<file path="src/rtl/wb_branch_unit.sv">
// Writeback and control-transfer stage: drives the register-file write port,
// resolves branches/jumps, owns the PC and squashes wrong-path instructions.
module wb_branch_unit #(
    parameter int unsigned FLUSH_DEPTH = 3,
    parameter logic [31:0] PC_RESET    = 32'h0,
    parameter logic [31:0] PC_STEP     = 32'h1
) (
    input  logic        clk,
    input  logic        reset,
    input  logic        stall,
    input  logic [31:0] alu_in,
    input  logic [31:0] data_mem_in,
    input  logic [31:0] addr_in,
    input  logic [5:0]  rd_in,
    input  logic        n_in,
    input  logic        z_in,
    input  logic        reg_write_in,
    input  logic        memtoreg_in,
    input  logic        pctoreg_in,
    input  logic        branch_neg_in,
    input  logic        branch_z_in,
    input  logic        jump_in,
    input  logic        jump_mem_in,
    output logic [31:0] pc_out,
    output logic        rf_we,
    output logic [5:0]  rf_wa,
    output logic [31:0] rf_wd,
    output logic        flush,
    output logic        redirect,
    output logic [31:0] retire_count
);

    localparam logic [2:0] FLUSH_CNT = 3'(FLUSH_DEPTH);

    typedef enum logic {
        S_RUN,
        S_SQUASH
    } state_e;

    state_e      state_q, state_d;
    logic [2:0]  squash_cnt_q, squash_cnt_d;
    logic [31:0] pc_q, pc_d;
    logic [31:0] retire_q, retire_d;
    logic        ivalid;
    logic        taken;
    logic [31:0] target;

    assign ivalid = (state_q == S_RUN) && !reset;

    assign rf_wa = rd_in;
    assign rf_wd = pctoreg_in ? addr_in : (memtoreg_in ? data_mem_in : alu_in);
    assign rf_we = ivalid && reg_write_in;

    // Fixed priority: jump_mem > jump > branch_z > branch_neg.
    always_comb begin
        taken  = 1'b0;
        target = addr_in;
        if (jump_mem_in) begin
            taken  = 1'b1;
            target = data_mem_in;
        end else if (jump_in) begin
            taken  = 1'b1;
        end else if (branch_z_in && z_in) begin
            taken  = 1'b1;
        end else if (branch_neg_in && n_in) begin
            taken  = 1'b1;
        end
    end

    assign redirect = ivalid && taken;

    always_comb begin
        state_d      = state_q;
        squash_cnt_d = squash_cnt_q;
        case (state_q)
            S_RUN: begin
                if (redirect) begin
                    squash_cnt_d = FLUSH_CNT;
                    state_d      = S_SQUASH;
                end
            end
            S_SQUASH: begin
                if (!stall) begin
                    squash_cnt_d = squash_cnt_q - 3'd1;
                    state_d      = (squash_cnt_q == 3'd1) ? S_RUN : S_SQUASH;
                end
            end
            default: begin
                state_d      = S_RUN;
                squash_cnt_d = 3'd0;
            end
        endcase
    end

    // A redirect wins over stall so the target is never lost.
    always_comb begin
        pc_d = pc_q + PC_STEP;
        if (redirect) begin
            pc_d = target;
        end else if (stall) begin
            pc_d = pc_q;
        end
        retire_d = retire_q;
        if (ivalid && !stall) begin
            retire_d = retire_q + 32'd1;
        end
    end

    always_ff @(negedge clk) begin
        if (reset) begin
            state_q      <= S_RUN;
            squash_cnt_q <= 3'd0;
            pc_q         <= PC_RESET;
            retire_q     <= 32'd0;
        end else begin
            state_q      <= state_d;
            squash_cnt_q <= squash_cnt_d;
            pc_q         <= pc_d;
            retire_q     <= retire_d;
        end
    end

    assign pc_out       = pc_q;
    assign flush        = (state_q == S_SQUASH);
    assign retire_count = retire_q;

endmodule

</file>
<file path="config.mk">
export PLATFORM = sky130hd
export DESIGN_NAME = wb_branch_unit
export DESIGN_NICKNAME = d
export VERILOG_FILES = /design/src/rtl/wb_branch_unit.sv
export SDC_FILE = /design/constraint.sdc
export NUM_CORES = 1
export LEC_CHECK = 0
export BUFFER_PORTS_ARGS = -buffer_cell sky130_fd_sc_hd__buf_2
export CAP_MARGIN = 15
export CORE_ASPECT_RATIO = 1.25
export CORE_MARGIN = 2
export CORE_UTILIZATION = 50
export CTS_CLUSTER_SIZE = 28
export DETAILED_ROUTE_END_ITERATION = 6
export PLACE_DENSITY = 0.91
export SLEW_MARGIN = 30
export SYNTH_ARGS = -nofsm -noshare
export SYNTH_HDL_FRONTEND = slang
export SYNTH_SLANG_ARGS = --single-unit
</file>
<file path="constraint.sdc">
create_clock -name clk -period 3.82 [get_ports clk]
set_input_delay 1.146 -clock clk [delete_from_list [all_inputs] [get_ports clk]]
set_output_delay 1.146 -clock clk [all_outputs]
set_load 0.02 [all_outputs]
</file>
==> results.md, run 1 <==
- Port Buffers: 206
- Row count: 38
- Sequential fraction of the synthesis area: 30.9%
- Height of the die: 109 um
- Clock root buffer master: sky130_fd_sc_hd__clkbuf_8
- Width of the die: 87.9 um
- Mapped cell area: 0.00440 mm2
- Type of the worst endpoint after the last repair: top-level output
- Post-synth ARST share: 0%
- Placed wire-length estimate: 11.0 mm
- DP Worst Slack: -0.718 ns
- I/O pin count: 219
- Number of CTS-inserted buffers: 9
- Stage at which the run stopped: 5_1_grt
- Initial cell density of the core: 51.1%
- Number of enable flip-flop cells after synthesis: 0
- Final worst endpoint reported by repair_timing after global routing: redirect
- Number of warning messages in the yosys log: 0
- Number of storage elements in the synthesis netlist: 68
- Most area-consuming cells after synthesis: sky130_fd_sc_hd__dfxtp_1 (31%), sky130_fd_sc_hd__a211oi_1 (9.9%), sky130_fd_sc_hd__xor2_1 (9.2%)
- Number of cells after detailed placement: 876
- Error message: [ERROR DPL-0038] Utilization greater than 100%, impossible to legalize
- Synth Instances: 545
- Largest area contributor in the synthesized netlist: sky130_fd_sc_hd__dfxtp_1
- Dominant register cell in the synthesized netlist: sky130_fd_sc_hd__dfxtp_1
- Hold buffer count at cts: 0
- Maximum buffer depth of the clock tree: 2
- Avg Inst Size Synth: 8.08 um2
- Htree depth: 3
- Top cell type's share of synthesized area: 30.9%
- Run status: did not finish
- Number of sinks handled by clock tree synthesis: 68
- Routability-driven placement congestion ratio: 0.921
- Maximum number of pins on one net before global-route repair: 56
- Number of nets produced by synthesis: 663
- Synth unique cells: 38
## synthesized netlist by cell type, drive strengths merged, types with 6 or more instances
master,n
a21oi,6
dfxtp,68
nor3,8
buf,16
xnor2,13
nor4,10
mux2i,39
clkbuf,27
nor2,42
nand3,20
xor2,46
inv,8
and3,9
nand2,56
a211oi,58
o21ai,38
nor2b,27
nand4,25
## timing repair
item / CTS
gates resized for setup: 304
buffers inserted: 67
endpoints found under the setup margin: 126
pin swaps: 59
endpoints found under the hold margin: 0
gates cloned: 5
## stage by stage
step / instance area, um2 / hold slack (ns) / TNS [ns]
floorplan: 4620 / 0.479 / -17.10
CTS: 7960 / 0.516 / -15.05
global placement: 5940 / 0.481 / -31.07
detailed placement: 5940 / 0.509 / -33.53
## logic make-up after synthesis
| kind of cell | share of synthesized area (%) |
|---|---|
| buffers and inverters | 5.03 |
| flip-flops | 30.9 |
| AND/OR/NAND/NOR | 26.4 |
| XOR/XNOR | 11.7 |
| adder cells (fa/ha/maj) | 1.14 |
| AO/OA/AOI/OAI | 15.7 |
| multiplexers | 9.12 |
==> run 2, diff against run 1 <==
CORE_ASPECT_RATIO = unset   (was 1.25)
CORE_UTILIZATION = 40   (was 50)
CTS_CLUSTER_SIZE = unset   (was 28)
PLACE_DENSITY = unset   (was 0.91)
PLACE_DENSITY_LB_ADDON = 0.15   (was unset)
==> run 2 against run 1 <==
Net effect: the flow now finishes, with violations (setup timing); synthesized cell count is the same; area after synthesis is the same.
==> results.md, run 2 <==
- Run status: finished with violations
- Routability-driven placement congestion ratio: 0.887
- Type of the tightest min-delay check: reg -> reg
- Hold wc startpoint: squash_cnt_q[0]
- Htree depth: 3
- Core ar.: 0.0108 mm2
- Clock root buffer master: sky130_fd_sc_hd__clkbuf_8
- Hold Violations, Final: 0
- Via Count: 5729
- Timing startpoint of the critical path: flush
- Number of warning messages in the yosys log: 0
- Fin util: 77.6%
- Slowest CP cell: sky130_fd_sc_hd__dfxtp_2
- Number of sinks handled by clock tree synthesis: 68
- Avg Inst Size Synth: 8.08 um2
- Crit Path Category: reg -> out
- Sum of internal, switching and leakage power: 2480 uW
- Delay-heaviest family, CP: flip-flops
- Total global routing overflow: 0
- Cell area after placement: 0.00605 mm2
- Worst path setup slack after routing: -0.462 ns
- DP Worst Slack: -0.634 ns
- Element type at the critical path end: output pin
- Clock Skews: 0.0499 ns
- Post-route standard cell area excluding fillers: 0.00838 mm2
- Max FO, Critical Path: 3
- Number of enable flip-flop cells after synthesis: 0
- Post-DR vias/cell: 5.33
- Width of the die: 109 um
- Dominant register cell in the synthesized netlist: sky130_fd_sc_hd__dfxtp_1
- Violations in the final reports: setup timing
- Maximum number of pins on one net before global-route repair: 43
- Fraction of layout cells with a size suffix above 1: 55.3%
- Worst hold path stage count: 2
- Sequential fraction of the synthesis area: 30.9%
- Worst hold slack: 0.519 ns
- Terminating pin of the worst hold path: squash_cnt_q[0]
- Fin nets: 1048
- Reg-to-Reg Start: retire_count[3]
- Post-synth ARST share: 0%
- Row count: 38
- Arrival time at the worst endpoint: 3.14 ns
- Synth Instances: 545
- Cell with the most instances after synthesis: sky130_fd_sc_hd__dfxtp_1
- Depth of the worst register-to-register path: 8
- Height of the die: 109 um
- Placed wire-length estimate: 10.4 mm
- Die area: 0.0119 mm2
- Cells traversed along the worst timing path: a21oi_4 -> nand2b_4 -> buf_12 -> clkinv_4 -> buf_6
- Startpoint Class: flop
- I/O pin count: 219
- Number of storage elements in the synthesis netlist: 68
- Initial antenna violation count: 0
- Clock insertion delay at the later pin of the skew report: 0.43 ns
- Largest vdd supply drop: 280 uV
- Tot GR Track Use: 28.4%
- Required arrival time at the worst endpoint: 2.67 ns
- Clock slew at the register clock pins of the worst setup and hold paths: 0.05 ns
- Number of nets produced by synthesis: 663
- Top cell type's share of synthesized area: 30.9%
- Power per standard cell area: 297 mW/mm2
- Port Buffers: 206
- Count of maximum capacitance violations: 0
- Mapped cell area: 0.00440 mm2
- Wire length per cell after detailed routing: 16.7 um
- Number of design-rule violations left by the first detailed-router iteration: 269
- Remaining max-slew budget at the tightest pin: 60.3%
- Via count of the first global-routing pass: 5641
- Leak pwr: 0.00397 uW
- First-pass DRT Iterations: 5
- Syn-to-layout area delta: 90.4%
- Most common library cell in the layout ignoring fill and taps: sky130_fd_sc_hd__buf_2
- WP buf/inv: 3
- CTS tree: built
- RSZ-0062 raised after global routing: yes
- Hold buffer count at cts: 0
- Endpoint of the worst register-to-register path: retire_count[22]
- Synth unique cells: 38
- Max Slew Vio Count: 0
- Largest area contributor in the synthesized netlist: sky130_fd_sc_hd__dfxtp_1
- ANT cells: 0
- Initial cell density of the core: 40.8%
- Maximum cell stage delay along the critical path: 0.33 ns
- Commonest non-fill, non-tap cells in the layout: sky130_fd_sc_hd__buf_2 (132), sky130_fd_sc_hd__buf_4 (111), sky130_fd_sc_hd__buf_6 (92)
- Global-route wire length before repair: 26.7 mm
- Most area-consuming cells after synthesis: sky130_fd_sc_hd__dfxtp_1 (31%), sky130_fd_sc_hd__a211oi_1 (9.9%), sky130_fd_sc_hd__xor2_1 (9.2%)
- Register-to-register setup slack: 1.36 ns
- Post-route antenna net violation count: 0
- Number of CTS-inserted buffers: 9
- DRC viols: 0
- Number of setup violations in the final report: 122
- Detailed Route WL: 17.9 mm
- Maximum buffer depth of the clock tree: 2
- Most frequent cells after synthesis: sky130_fd_sc_hd__dfxtp_1 (68), sky130_fd_sc_hd__a211oi_1 (58), sky130_fd_sc_hd__nand2_1 (56), sky130_fd_sc_hd__xor2_1 (46), sky130_fd_sc_hd__nor2_1 (42)
- Slew of the pin with the lowest slew margin: 0.591 ns
run 2: worst min-delay path, delay by kind of cell (launching register included):
family | cells | cell delay [ns]
compound gates | 2 | 0.14
flops | 1 | 0.33
run 2: metrics by stage:
stage	std cells	setup TNS [ns]
finish	1075	-12.91
CTS	1057	-12.77
global route	1075	-18.06
global placement	908	-30.15
floorplan	545	-17.10
detailed placement	908	-31.95
run 2: where the power goes:
part / switching [uW] / internal [uW] / leakage [uW]
registers: 30.3 / 750 / 0.000589
logic: 349 / 345 / 0.00291
clock network: 545 / 466 / 0.000472
total: 925 / 1560 / 0.00397
run 2: worst max path at each step:
stage	end	cells past startpoint
CTS	redirect	5
detailed placement	retire_count[25]	7
finish	redirect	5
global placement	retire_count[29]	7
floorplan	retire_count[29]	5
global route	redirect	5
run 2: cells by family (layout without fill, tap and decap cells):
group / after synthesis / count (layout) / synth area share, %
simple gates: 217 / 217 / 26.4
compound gates: 106 / 106 / 15.7
flops: 68 / 68 / 30.9
xor+xnor: 59 / 59 / 11.7
buf+inv: 51 / 441 / 5.03
mux: 40 / 40 / 9.12
fa+ha+maj: 4 / 4 / 1.14
run 2: final cells by class:
type	instances	area [um2]
clock buffers	9	124
clock inverters	75	353
fillers	661	2410
inverters	7	31.3
multi-input cells	426	3350
flip-flops and latches	68	1490
well taps	140	175
repair buffers	350	2860
run 2: timing repair:
item | in CTS | in global routing
gates resized for setup | 292 | 42
gates cloned | 5 | 1
buffers inserted | 61 | 19
pin swaps | 62 | 53
hold endpoints to repair | 0 | 0
endpoints found under the setup margin | 123 | 127
run 2: metal layers:
metal,vias to the layer above,track usage [%],part of all wire (%)
li1,2718,-,-
met4,0,11.9,2.5
met2,277,49.8,51
met3,43,7.29,6.4
met1,2691,32.5,40
met5,-,0,0
Power figures use the tool's default switching activity.
